<file path="config.mk">
export PLATFORM = sky130hd
export DESIGN_NAME = id_glue_reg
export DESIGN_NICKNAME = d
export VERILOG_FILES = /design/src/rtl/id_glue_pkg.sv /design/src/rtl/onehot_bus_sel.sv /design/src/rtl/id_glue_reg.sv
export SDC_FILE = /design/constraint.sdc
export NUM_CORES = 1
export LEC_CHECK = 0
export CAP_MARGIN = 20
export CORE_MARGIN = 1
export CORE_UTILIZATION = 37
export CTS_BUF_LIST = sky130_fd_sc_hd__clkbuf_4 sky130_fd_sc_hd__clkbuf_8 sky130_fd_sc_hd__clkbuf_16
export DETAILED_ROUTE_END_ITERATION = 7
export MAX_ROUTING_LAYER = met4
export PLACE_DENSITY = 0.9
export SETUP_SLACK_MARGIN = 0.02
export SYNTH_ARGS = -nofsm -noshare
export SYNTH_HDL_FRONTEND = slang
export SYNTH_SLANG_ARGS = --single-unit
</file>
<file path="constraint.sdc">
create_clock -name clk -period 2 [get_ports clk]
set_clock_uncertainty 0.2 [all_clocks]
set_input_delay 0.3 -clock clk [delete_from_list [all_inputs] [get_ports clk]]
set_output_delay 0.3 -clock clk [all_outputs]
set_load 0.02 [all_outputs]
</file>
<file path="src/rtl/id_glue_pkg.sv">
// Shared constants for the instruction-decode glue block.
//   DEC_IDLE      : decoder output pattern when disabled or in reset
//   BUS_RST_FILL  : per-bit reset value of the registered bus output
//   MUX_RST_FILL  : per-bit reset value of the registered mux output
//   W_DEFAULT     : default data width of the bus and the mux
package id_glue_pkg;

  localparam int         W_DEFAULT    = 32;
  localparam logic [7:0] DEC_IDLE     = 8'hFF;

  // Single-bit fills are replicated to the instance width, so the reset
  // values stay correct for any W without width truncation.
  localparam logic       BUS_RST_FILL = 1'b0;
  localparam logic       MUX_RST_FILL = 1'b0;

endpackage

</file>
<file path="src/rtl/onehot_bus_sel.sv">
// Combinational model of an N-source bus with active-low drive enables.
//   oe_n     in  NSRC    per-source drive enables, active low
//   data     in  NSRC*W  source k occupies bits [k*W +: W]
//   sel      out W       driven value (0 when nobody drives)
//   conflict out 1       more than one enable is low
// With several drivers the lowest-index active source wins.
module onehot_bus_sel #(
  parameter int NSRC = 3,
  parameter int W    = 32
) (
  input  logic [NSRC-1:0]   oe_n,
  input  logic [NSRC*W-1:0] data,
  output logic [W-1:0]      sel,
  output logic              conflict
);

  logic found;

  always_comb begin
    // NOTE: every variable gets a default before any conditional update;
    // a path that leaves a combinational output unassigned infers a latch.
    sel      = '0;
    conflict = 1'b0;
    found    = 1'b0;
    for (int i = 0; i < NSRC; i++) begin
      if (!oe_n[i]) begin
        if (found) begin
          conflict = 1'b1;
        end else begin
          sel   = data[i*W +: W];
          found = 1'b1;
        end
      end
    end
  end

endmodule

</file>
<file path="src/rtl/id_glue_reg.sv">
// Registered decode-stage glue: 74x138-style decoder, active-low one-hot bus
// and 2:1 mux, all captured in one output register stage (1-cycle latency).
//   clk, rst                       clock, synchronous active-high reset
//   dec_a, dec_g1, dec_g2a_n,
//   dec_g2b_n -> dec_y_n           decoder select/enables, active-low outputs
//   bus_oe_n, bus_data
//     -> bus_out, bus_conflict     bus enables/data, selected value, conflict
//   mux_a, mux_b, mux_s -> mux_y   mux inputs, select-low-picks-A
module id_glue_reg
  import id_glue_pkg::*;
#(
  parameter int NSRC = 3,
  parameter int W    = W_DEFAULT
) (
  input  logic              clk,
  input  logic              rst,
  input  logic [2:0]        dec_a,
  input  logic              dec_g1,
  input  logic              dec_g2a_n,
  input  logic              dec_g2b_n,
  output logic [7:0]        dec_y_n,
  input  logic [NSRC-1:0]   bus_oe_n,
  input  logic [NSRC*W-1:0] bus_data,
  output logic [W-1:0]      bus_out,
  output logic              bus_conflict,
  input  logic [W-1:0]      mux_a,
  input  logic [W-1:0]      mux_b,
  input  logic              mux_s,
  output logic [W-1:0]      mux_y
);

  logic [7:0]   dec_next;
  logic [W-1:0] bus_next;
  logic         conflict_next;
  logic [W-1:0] mux_next;

  // Decoder: one output pulled low only when all three enables agree.
  always_comb begin
    dec_next = DEC_IDLE;
    if (dec_g1 && !dec_g2a_n && !dec_g2b_n) begin
      dec_next[dec_a] = 1'b0;
    end
  end

  // Bus selection.
  onehot_bus_sel #(
    .NSRC (NSRC),
    .W    (W)
  ) u_bus_sel (
    .oe_n     (bus_oe_n),
    .data     (bus_data),
    .sel      (bus_next),
    .conflict (conflict_next)
  );

  // Mux.
  always_comb begin
    mux_next = mux_s ? mux_b : mux_a;
  end

  // Shared output register stage; reset wins over every live input.
  always_ff @(posedge clk) begin
    // NOTE: sequential state uses non-blocking assignments so every register
    // samples the pre-edge values regardless of statement order.
    if (rst) begin
      dec_y_n      <= DEC_IDLE;
      bus_out      <= {W{BUS_RST_FILL}};
      bus_conflict <= 1'b0;
      mux_y        <= {W{MUX_RST_FILL}};
    end else begin
      dec_y_n      <= dec_next;
      bus_out      <= bus_next;
      bus_conflict <= conflict_next;
      mux_y        <= mux_next;
    end
  end

endmodule

</file>
==> PnR_summary.wiki <==
{| class="wikitable"
! Metric !! Value
|-
| Share of the synthesized area in the top cell type || 44.1%
|-
| Shortest clock period the worst path allows after layout || 1.80 ns
|-
| CTS tree || built
|-
| Outcome || finished, final reports clean
|-
| Post-CTS Hold Fix Bufs || 0
|-
| RSZ-0062 raised after global routing || no
|-
| Final HPWL from detailed placement || 7860 um
|-
| WHS Path Cells || 3
|-
| Number of distinct library cell variants in the gate-level netlist after synthesis || 18
|-
| Internal power contribution || 2950 uW
|-
| H-tree levels || 3
|-
| Library cell used as clock root buffer || sky130_fd_sc_hd__clkbuf_8
|-
| Startpoint class of the critical path || flop
|-
| Sw power || 948 uW
|-
| Number of placed I/O pins || 245
|-
| # setup viols final || 0
|-
| Critical Path Slowest Stage Cell || sky130_fd_sc_hd__clkdlybuf4s50_1
|-
| Maximum ir drop on the vdd rail || 0.404 mV
|-
| Clk slew on worst S/H paths || 0.08 ns
|-
| Netlist area before placement || 3320 um^2
|-
| Post-route DRC || 0
|-
| Longest Clk Path Bufs || 2
|-
| Setup fix buffers added after clock tree synthesis || 0
|-
| Number of global-route vias before repair || 3236
|-
| First-pass GRT wire length || 16000 um
|-
| Port Buf Inserts || 244
|-
| Comb pwr share || 25.2%
|-
| Final global-route overflow total || 0
|-
| Clock net sink count || 73
|-
| Area of the die || 9350 um^2
|-
| Filler Cell Count || 666
|-
| Core ar. || 8720 um^2
|-
| Per-cell via count in the routed design || 4.89
|-
| Area growth from synthesis to layout || 81.3%
|-
| Cell taking the most area after synthesis || sky130_fd_sc_hd__dfxtp_1
|-
| Switching share of power || 24.3%
|-
| Number of antenna violations at the first check in global routing || 0
|-
| Combined global-route utilization of all metal layers || 22.0%
|-
| Most area-consuming cells after synthesis || sky130_fd_sc_hd__dfxtp_1 44%, sky130_fd_sc_hd__a311oi_2 10%, sky130_fd_sc_hd__mux2i_1 9.7%
|-
| Fraction of the yosys area taken by sequential cells || 44.1%
|-
| Post-detailed-route wirelength per cell || 15.5 um
|-
| Power density cells || 648 nW/um^2
|-
| Y dimension of the die || 96.7 um
|-
| Largest net degree at the start of global routing || 66
|-
| Number of standard-cell rows in the floorplan || 34
|-
| Clock power share || 34.6%
|-
| Number of hold violations in the final report || 0
|-
| WP data required || 1.50 ns
|-
| Via count of the routed design || 3185
|-
| Capture endpoint of the worst hold path || dec_y_n[2]
|-
| Critical Path End Type || primary output
|-
| Post-detailed-route count of antenna-violating nets || 0
|-
| Slew at the pin with the worst max-slew slack || 0.420 ns
|-
| Period Utilization, post-route || 90.1%
|-
| Register cell area after layout || 1460 um^2
|-
| Crit path largest cell delay || 0.64 ns
|-
| Arrival time at the worst endpoint || 1.30 ns
|-
| Cts bufs inserted || 9
|-
| Buf+Inv Stages, Crit Path || 1
|-
| Ratio of cells with drive above 1 in the final layout || 12.5%
|-
| Initial DRT Pass Iterations || 4
|-
| Mapped Nets || 479
|-
| Syn. warnings || 0
|-
| Max-cap violation count || 0
|-
| Path category of the worst min-delay check || in2reg
|-
| Flip-flop and latch count after synthesis || 73
|-
| Peak clock frequency supported by timing || 0.555 GHz
|-
| Proportion of power drawn by flip-flops and latches || 40.2%
|-
| LEAKAGE || 0.00234 uW
|-
| Setup TNS Final || 0 ns
|-
| PnR Total Power || 3900 uW
|-
| Die width || 96.7 um
|-
| Multi-input gate area || 1680 um^2
|-
| Drt initial violations || 80
|-
| Placer congestion estimate || 0.800
|-
| Routed wire length || 10100 um
|-
| Avg Cell Area, Syn || 10.8 um^2
|-
| Resized Gates After CTS || 0
|-
| Post-Synthesis Cells || 307
|-
| Critical path type || reg2out
|-
| Worst slew margin relative to its limit || 71.9%
|-
| Antenna diodes || 0
|-
| Worst hold start || rst
|-
| CP top delay family || buffers and inverters
|-
| Pins over their slew limit || 0
|-
| Starting utilization of the core area || 38.0%
|-
| Layout Nets || 712
|-
| Worst hold-check slack || 0.0872 ns
|-
| Biggest fanout along the worst timing path || 1
|-
| Critical path cell sequence || clkdlybuf4s50_1
|}
-- final cells by class --
| type | count | area share [%] |
|---|---|---|
| clock buffer | 9 | 2.06 |
| multi-input combinational | 206 | 28.0 |
| tap | 108 | 2.25 |
| sequential | 73 | 24.3 |
| timing repair buffer | 250 | 41.7 |
| clock inverter | 5 | 1.77 |
-- power groups by stage --
stage / combinational (uW) / clock, uW / sequential [uW]
after global placement: 965 / 0 / 1600
after global routing: 1040 / 1450 / 1580
final: 982 / 1350 / 1570
after CTS: 989 / 1380 / 1570
after detailed placement: 985 / 0 / 1600
after floorplan: 288 / 0 / 1720
-- routing by layer --
layer | routed length, um | share of wire [%] | global-route usage [%] | up-vias
li1 | - | - | - | 1534
met2 | 5260 | 52 | 39.5 | 150
met1 | 3910 | 39 | 23.4 | 1488
met5 | 0 | 0 | - | -
met4 | 127 | 1.3 | 6.66 | 0
met3 | 829 | 8.2 | 6.00 | 13
-- registers in the layout (all words and copies together), names as in the netlist --
name,flops
bus_out,32
mux_y,32
dec_y_n,8
bus_conflict,1
-- Yosys cell counts --
library cell	number
sky130_fd_sc_hd__clkbuf_1	5
sky130_fd_sc_hd__nand4b_1	1
sky130_fd_sc_hd__buf_2	13
sky130_fd_sc_hd__mux2i_1	32
sky130_fd_sc_hd__a311oi_1	9
sky130_fd_sc_hd__nand4_1	1
sky130_fd_sc_hd__nor2b_1	2
sky130_fd_sc_hd__nand3_1	3
sky130_fd_sc_hd__nand3b_1	35
sky130_fd_sc_hd__nor4b_4	1
sky130_fd_sc_hd__a311oi_2	23
sky130_fd_sc_hd__dfxtp_1	73
sky130_fd_sc_hd__buf_4	6
sky130_fd_sc_hd__buf_6	4
sky130_fd_sc_hd__nor2_1	66
sky130_fd_sc_hd__maj3_1	1
sky130_fd_sc_hd__nand2b_4	20
sky130_fd_sc_hd__nand2b_1	12
-- worst max-delay path by stage --
stage	startpoint	end	slack [ns]	depth (start not counted)
after global routing	bus_out[11]	bus_out[11]	0.16	1
after global placement	dec_g2a_n	dec_y_n[6]	0.34	3
after detailed placement	dec_g2a_n	dec_y_n[7]	0.26	3
after CTS	bus_out[12]	bus_out[12]	0.18	1
final	bus_out[11]	bus_out[11]	0.20	1
after floorplan	bus_oe_n[1]	bus_out[3]	0.82	4
-- per-stage QoR --
| step | instances | instance area, um^2 | utilization, % | worst slack [ns] |
|---|---|---|---|---|
| floorplan | 307 | 3320 | - | 0.819 |
| global placement | 637 | 5780 | 66.3 | 0.342 |
| detailed placement | 637 | 5780 | 66.3 | 0.259 |
| CTS | 651 | 6010 | 69.0 | 0.182 |
| global route | 651 | 6010 | 69.0 | 0.159 |
| finish | 651 | 6010 | 69.0 | 0.198 |
-- layout by cell type (no fill, tap or decap) --
master                              n
sky130_fd_sc_hd__buf_12             3
sky130_fd_sc_hd__mux2i_1           32
sky130_fd_sc_hd__nand2b_4          20
sky130_fd_sc_hd__nand4_1            1
sky130_fd_sc_hd__buf_4              3
sky130_fd_sc_hd__clkinv_4           1
sky130_fd_sc_hd__maj3_1             1
sky130_fd_sc_hd__nand3b_1          35
sky130_fd_sc_hd__nor2b_1            2
sky130_fd_sc_hd__a311oi_1           9
sky130_fd_sc_hd__dfxtp_1           73
sky130_fd_sc_hd__clkinvlp_4         1
sky130_fd_sc_hd__buf_2              4
sky130_fd_sc_hd__nand4b_1           1
sky130_fd_sc_hd__nor2_1            66
sky130_fd_sc_hd__clkdlybuf4s50_1  240
sky130_fd_sc_hd__nand3_1            3
sky130_fd_sc_hd__nor4b_4            1
sky130_fd_sc_hd__bufinv_16          3
sky130_fd_sc_hd__nand2b_1          12
sky130_fd_sc_hd__a311oi_2          23
sky130_fd_sc_hd__clkbuf_8           9
-- kinds of logic (layout without fill, tap and decap cells) --
| group | Yosys count | count (layout) | share of synthesized area [%] |
|---|---|---|---|
| muxes | 32 | 32 | 9.66 |
| buffers and inverters | 28 | 264 | 5.24 |
| AOI/OAI and AO/OA | 32 | 32 | 12.8 |
| adders and majority gates | 1 | 1 | 0.302 |
| DFF | 73 | 73 | 44.1 |
| and+or+nand+nor | 141 | 141 | 28.0 |
(Power assumes the default switching activity.)
